<file path="src/rtl/ks_ctrl_fsm.sv">
`default_nettype none
// ============================================================================
//  Module   : ks_ctrl_fsm
//  Purpose  : Multi-cycle control FSM for the K&S processor. Sequences
//             fetch / decode / execute / memory / halt phases, inserts
//             MEM_WAIT extra cycles per RAM access, selects the overflow
//             source for BOV/BNOV and optionally restarts from HALT.
//  Decoded instruction encoding (4 bits):
//             0 NOP    1 LOAD   2 STORE  3 MOVE   4 ADD    5 SUB
//             6 AND    7 OR     8 BRANCH 9 BZERO 10 BNZERO 11 BNEG
//            12 BNNEG 13 BOV   14 BNOV  15 HALT
//  Revision : 1.0 - initial release
// ============================================================================
module ks_ctrl_fsm #(
  parameter int MEM_WAIT    = 0,
  parameter int OV_SIGNED   = 1,
  parameter int HALT_RESUME = 1
) (
  input  logic       clk,
  input  logic       rst_n,
  input  logic [3:0] decoded_instruction,
  input  logic       zero_op,
  input  logic       neg_op,
  input  logic       unsigned_overflow,
  input  logic       signed_overflow,
  input  logic       resume,
  output logic       branch,
  output logic       pc_enable,
  output logic       ir_enable,
  output logic       write_reg_enable,
  output logic       addr_sel,
  output logic       c_sel,
  output logic [1:0] operation,
  output logic       flags_reg_enable,
  output logic       ram_write_enable,
  output logic       halt,
  output logic       instr_done
);

  // Wait counter width: at least one bit even when no wait states are used.
  localparam int WAIT_W = (MEM_WAIT < 1) ? 1 : $clog2(MEM_WAIT + 1);
  localparam logic [WAIT_W-1:0] WAIT_LAST = WAIT_W'(MEM_WAIT);
  localparam logic [WAIT_W-1:0] WAIT_ONE  = WAIT_W'(1);

  localparam logic [3:0] I_NOP    = 4'd0;
  localparam logic [3:0] I_LOAD   = 4'd1;
  localparam logic [3:0] I_STORE  = 4'd2;
  localparam logic [3:0] I_MOVE   = 4'd3;
  localparam logic [3:0] I_ADD    = 4'd4;
  localparam logic [3:0] I_SUB    = 4'd5;
  localparam logic [3:0] I_AND    = 4'd6;
  localparam logic [3:0] I_OR     = 4'd7;
  localparam logic [3:0] I_BRANCH = 4'd8;
  localparam logic [3:0] I_BZERO  = 4'd9;
  localparam logic [3:0] I_BNZERO = 4'd10;
  localparam logic [3:0] I_BNEG   = 4'd11;
  localparam logic [3:0] I_BNNEG  = 4'd12;
  localparam logic [3:0] I_BOV    = 4'd13;
  localparam logic [3:0] I_BNOV   = 4'd14;
  localparam logic [3:0] I_HALT   = 4'd15;

  localparam logic [2:0] S_FETCH       = 3'd0;
  localparam logic [2:0] S_DECODE      = 3'd1;
  localparam logic [2:0] S_EXEC_ALU    = 3'd2;
  localparam logic [2:0] S_EXEC_MOVE   = 3'd3;
  localparam logic [2:0] S_MEM_LOAD    = 3'd4;
  localparam logic [2:0] S_MEM_STORE   = 3'd5;
  localparam logic [2:0] S_EXEC_BRANCH = 3'd6;
  localparam logic [2:0] S_HALTED      = 3'd7;

  logic [2:0]        state_q, state_d;
  logic [WAIT_W-1:0] wait_cnt_q, wait_cnt_d;
  logic              halt_seen_q, halt_seen_d;
  logic [2:0]        dispatch;
  logic              last_wait;
  logic              ov;
  logic              taken;
  logic [1:0]        alu_op;

  assign last_wait = (wait_cnt_q == WAIT_LAST);

  // Instruction class -> execute state; unknown codes and NOP retire in DECODE.
  always_comb begin
    dispatch = S_FETCH;
    case (decoded_instruction)
      I_ADD, I_SUB, I_AND, I_OR:        dispatch = S_EXEC_ALU;
      I_MOVE:                           dispatch = S_EXEC_MOVE;
      I_LOAD:                           dispatch = S_MEM_LOAD;
      I_STORE:                          dispatch = S_MEM_STORE;
      I_BRANCH, I_BZERO, I_BNZERO,
      I_BNEG, I_BNNEG, I_BOV, I_BNOV:   dispatch = S_EXEC_BRANCH;
      I_HALT:                           dispatch = S_HALTED;
      default:                          dispatch = S_FETCH;
    endcase
  end

  // Branch condition and ALU opcode, both pure functions of the decode and flags.
  always_comb begin
    ov     = (OV_SIGNED != 0) ? signed_overflow : unsigned_overflow;
    taken  = 1'b0;
    alu_op = 2'b00;
    case (decoded_instruction)
      I_BRANCH: taken = 1'b1;
      I_BZERO:  taken = zero_op;
      I_BNZERO: taken = !zero_op;
      I_BNEG:   taken = neg_op;
      I_BNNEG:  taken = !neg_op;
      I_BOV:    taken = ov;
      I_BNOV:   taken = !ov;
      default:  taken = 1'b0;
    endcase
    case (decoded_instruction)
      I_ADD:   alu_op = 2'b01;
      I_SUB:   alu_op = 2'b10;
      I_AND:   alu_op = 2'b11;
      default: alu_op = 2'b00;
    endcase
  end

  // Next-state logic; the wait counter restarts at zero on every state change.
  always_comb begin
    state_d     = state_q;
    wait_cnt_d  = '0;
    halt_seen_d = (state_q == S_HALTED);
    case (state_q)
      S_FETCH: begin
        if (last_wait) state_d = S_DECODE;
        else           wait_cnt_d = wait_cnt_q + WAIT_ONE;
      end
      S_DECODE:      state_d = dispatch;
      S_EXEC_ALU,
      S_EXEC_MOVE,
      S_EXEC_BRANCH: state_d = S_FETCH;
      S_MEM_LOAD,
      S_MEM_STORE: begin
        if (last_wait) state_d = S_FETCH;
        else           wait_cnt_d = wait_cnt_q + WAIT_ONE;
      end
      S_HALTED: begin
        if ((HALT_RESUME != 0) && resume) state_d = S_FETCH;
      end
      default:       state_d = S_FETCH;
    endcase
  end

  // State registers with asynchronous active-low reset.
  always_ff @(posedge clk or negedge rst_n) begin
    if (!rst_n) begin
      state_q     <= S_FETCH;
      wait_cnt_q  <= '0;
      halt_seen_q <= 1'b0;
    end else begin
      state_q     <= state_d;
      wait_cnt_q  <= wait_cnt_d;
      halt_seen_q <= halt_seen_d;
    end
  end

  // Output decode; everything is forced low while reset is held so no
  // strobe can leak out of an interrupted instruction.
  always_comb begin
    branch           = 1'b0;
    pc_enable        = 1'b0;
    ir_enable        = 1'b0;
    write_reg_enable = 1'b0;
    addr_sel         = 1'b0;
    c_sel            = 1'b0;
    operation        = 2'b00;
    flags_reg_enable = 1'b0;
    ram_write_enable = 1'b0;
    halt             = 1'b0;
    instr_done       = 1'b0;
    if (rst_n) begin
      case (state_q)
        S_FETCH: begin
          ir_enable = last_wait;
          pc_enable = last_wait;
        end
        S_DECODE: instr_done = (dispatch == S_FETCH);
        S_EXEC_ALU: begin
          write_reg_enable = 1'b1;
          flags_reg_enable = 1'b1;
          operation        = alu_op;
          instr_done       = 1'b1;
        end
        S_EXEC_MOVE: begin
          write_reg_enable = 1'b1;
          instr_done       = 1'b1;
        end
        S_MEM_LOAD: begin
          addr_sel         = 1'b1;
          write_reg_enable = last_wait;
          c_sel            = last_wait;
          instr_done       = last_wait;
        end
        S_MEM_STORE: begin
          addr_sel         = 1'b1;
          ram_write_enable = last_wait;
          instr_done       = last_wait;
        end
        S_EXEC_BRANCH: begin
          branch     = taken;
          pc_enable  = taken;
          instr_done = 1'b1;
        end
        S_HALTED: begin
          halt       = 1'b1;
          instr_done = !halt_seen_q;
        end
        default: ;
      endcase
    end
  end

endmodule
`default_nettype wire

</file>
<file path="config.mk">
export PLATFORM = sky130hd
export DESIGN_NAME = ks_ctrl_fsm
export DESIGN_NICKNAME = d
export VERILOG_FILES = /design/src/rtl/ks_ctrl_fsm.sv
export SDC_FILE = /design/constraint.sdc
export NUM_CORES = 1
export LEC_CHECK = 0
export ABC_AREA = 0
export CORE_AREA = 2 2 39 41
export DETAILED_ROUTE_END_ITERATION = 6
export DIE_AREA = 0 0 41 43
export PLACE_DENSITY = 0.82
export SYNTH_ARGS = -nofsm -noshare
export SYNTH_HDL_FRONTEND = slang
export SYNTH_SLANG_ARGS = --single-unit
</file>
<file path="constraint.sdc">
create_clock -name clk -period 2 [get_ports clk]
set_input_delay 0.3 -clock clk [delete_from_list [all_inputs] [get_ports clk]]
set_output_delay 0.3 -clock clk [all_outputs]
set_load 0.02 [all_outputs]
</file>
==> impl_metrics.toml <==
[outcome]
status = "completed"

[die]
core_region_area_mm2 = 0.00138
start_util_pct = 33.5
num_rows = 14
die_height_um = 43
die_w_um = 41
ioPinCount = 23
dieArea_mm2 = 0.00176

[pwr]
ir_drop_mv = 0.357
powerDensity_mw_per_mm2 = 872
p_leak_nw = 0.419

[cells_and_area]
final_core_util_pct = 57.3
area_growth_pct = 71.4
fin_nets = 107
insertedDiodeCount = 0
drive_gt1_share_pct = 36.0
stdcell_area_um2 = 793

[detailed_routing]
finalWirelength_mm = 1.29
num_vias = 533
ant_nets = 0
dr.pass1.iters = 2
drt_iter0_markers = 6
drc = 0
via_per_inst = 5.08
wl_per_cell_um = 12.3
dr_wl_met2_um = 667
dr_wl_met3_um = 70
top_layer_used = "met4"
wl_met1_um = 542

[timing]
max_freq_mhz = 534
worstMarginPinSlew_ns = 0.343
slew_headroom_pct = 76.9
period_share_pct = 93.6
fin_crit_ns = 1.87
finalHoldViolCount = 0
rsz0062_at_grt = "no"
finClkSkew_ns = 0.00719
drv_slew = 0
setup_violations = 0

[clock_tree]
cts_root_buf = "clkbuf_4"
clk-insertion-delay-late_ns = 0.25
clk_path_buf_depth = 2
cts_tree = "built"
cts.sinks = 4
path_clk_slew_ns = 0.04
cts_buffers = 3
postCtsSetupRepairBufs = 0
h-tree-depth = 1

[logic_synthesis]
syn_area_um2 = 463
synth.avg_cell_area_um2 = 8.12
yosysWarnings = 0
ys_seq_area_share_pct = 21.6
ys_types = 26
synthCells = 57
syn_nets = 73
ys_ff_latch = 4

[place]
portBuffers = 21
place.gp.congestion = 0.696
postPlaceCellArea_um2 = 749
dpl.hpwl_um = 996

[setup_path]
critPathMaxFanout = 3
crit_arrival_ns = 1.57
end_kind = "output pin"
crit_required_ns = 1.70
critPathLaunchType = "input pin"
worstSetupPathType = "in -> out"

[global_route]
grt_max_degree = 10
antenna_found_initial = 0
grt_remaining_overflow = 0
grt_pass1_wl_mm = 1.97
grt_pass1_vias = 519
track_usage_pct = 16.2

[worst_hold_path]
min_path_type = "in -> async"

[run]
maxCapViolCount = 0
[logic make-up (layout without fill, tap and decap cells)]
kind of cell,count (synthesis),in the layout,share of synthesized area [%]
adder cells (fa/ha/maj),5,5,13.5
AO/OA/AOI/OAI,8,8,15.1
flip-flops,4,4,21.6
buffers and inverters,7,39,7.30
AND/OR/NAND/NOR,31,31,38.1
multiplexers,2,2,4.32
[worst paths after layout]
path / start / end / slack (ns) / depth (start not counted)
min reg2reg: state_q[0] / halt_seen_q / 0.65 / 1
max in group asynchronous: rst_n / state_q[1] / 1.45 / 2
max reg2reg: state_q[2] / state_q[2] / 0.82 / 4
max: decoded_instruction[1] / pc_enable / 0.13 / 7
min: rst_n / state_q[2] / 0.44 / 2
min in group clk: state_q[0] / halt_seen_q / 0.65 / 1
[layout by cell type (no fill, tap or decap), types with 2 or more instances in the layout]
cell / count
buf_4: 11
clkdlybuf4s50_1: 7
nor3_1: 2
mux2i_1: 2
clkbuf_2: 2
dfrtp_1: 4
nor2b_1: 2
and3_2: 3
nand3_1: 2
ha_2: 3
dlymetal6s2s_1: 2
dlygate4sd2_1: 7
nand4_1: 2
and2_1: 2
clkbuf_4: 3
and2b_2: 2
nor2_1: 8
inv_1: 5
[report_power, final]
group	switching [mW]	internal (mW)
registers	0.0462	0.112
clock network	0.0405	0.0676
logic	0.214	0.211
[timing repair]
action                                  4_1_cts  5_1_grt
endpoints found under the setup margin       11        6
resized for setup                            28       13
hold buffers                                  0        0
pin swaps                                     1        1
cloned                                        0        0
[cells in the mapped netlist]
| master | instances | area [µm²] |
|---|---|---|
| a221oi_2 | 1 | 15.0 |
| and3_1 | 1 | 6.26 |
| a22o_1 | 1 | 8.76 |
| and2_1 | 2 | 12.5 |
| nor2_1 | 8 | 30.0 |
| and3_2 | 3 | 22.5 |
| nand4_1 | 2 | 12.5 |
| and2b_1 | 1 | 7.51 |
| nand3b_1 | 1 | 7.51 |
| a21boi_0 | 1 | 7.51 |
| buf_6 | 1 | 11.3 |
| and2b_2 | 2 | 17.5 |
| nor2b_1 | 2 | 12.5 |
| inv_1 | 6 | 22.5 |
| nand2b_1 | 1 | 6.26 |
| ha_1 | 5 | 62.6 |
| mux2i_1 | 2 | 20.0 |
| o21ai_0 | 1 | 5.00 |
| nor4_1 | 2 | 12.5 |
| o31ai_1 | 2 | 15.0 |
| nand3_1 | 2 | 10.0 |
| a22o_2 | 1 | 10.0 |
| nand2_1 | 1 | 3.75 |
| nor3_1 | 3 | 15.0 |
| dfrtp_1 | 4 | 100 |
| o311ai_0 | 1 | 8.76 |
[worst max-delay path: stages]
cell and delay [ns]:
dlygate4sd2_1 0.26, inv_1 0.13, ha_2 0.22, mux2i_1 0.08, and3_2 0.21, o31ai_2 0.20
buf_4 0.17
[routing by layer]
| layer | up-vias | track usage [%] |
|---|---|---|
| met5 | - | 0 |
| met4 | 0 | 6.00 |
| met3 | 2 | 3.14 |
| met2 | 20 | 30.0 |
| met1 | 241 | 16.1 |
| li1 | 270 | - |
[registers in the layout, summed over array words and instances (netlist names)]
| register | flops |
|---|---|
| state_q | 3 |
| halt_seen_q | 1 |
[layout make-up]
type / instances / area, µm²
clock buffer: 3 / 22.5
fill: 120 / 591
inverter: 6 / 22.5
multi-input combinational: 46 / 374
sequential: 4 / 100
tap: 16 / 20.0
timing repair buffer: 30 / 254
[metrics by stage]
stage | setup TNS (ns) | hold slack, ns | power [mW] | std cells | setup WS (ns)
global placement | -2.23 | 0.637 | 0.588 | 102 | -0.561
floorplan | 0 | 0.00441 | 0.407 | 57 | 0.311
global route | 0 | 0.461 | 0.745 | 105 | 0.0183
finish | 0 | 0.439 | 0.692 | 105 | 0.127
detailed placement | -2.39 | 0.640 | 0.594 | 102 | -0.571
CTS | -0.179 | 0.433 | 0.683 | 105 | -0.0753
Note: power is estimated with default switching activity, not from simulation.
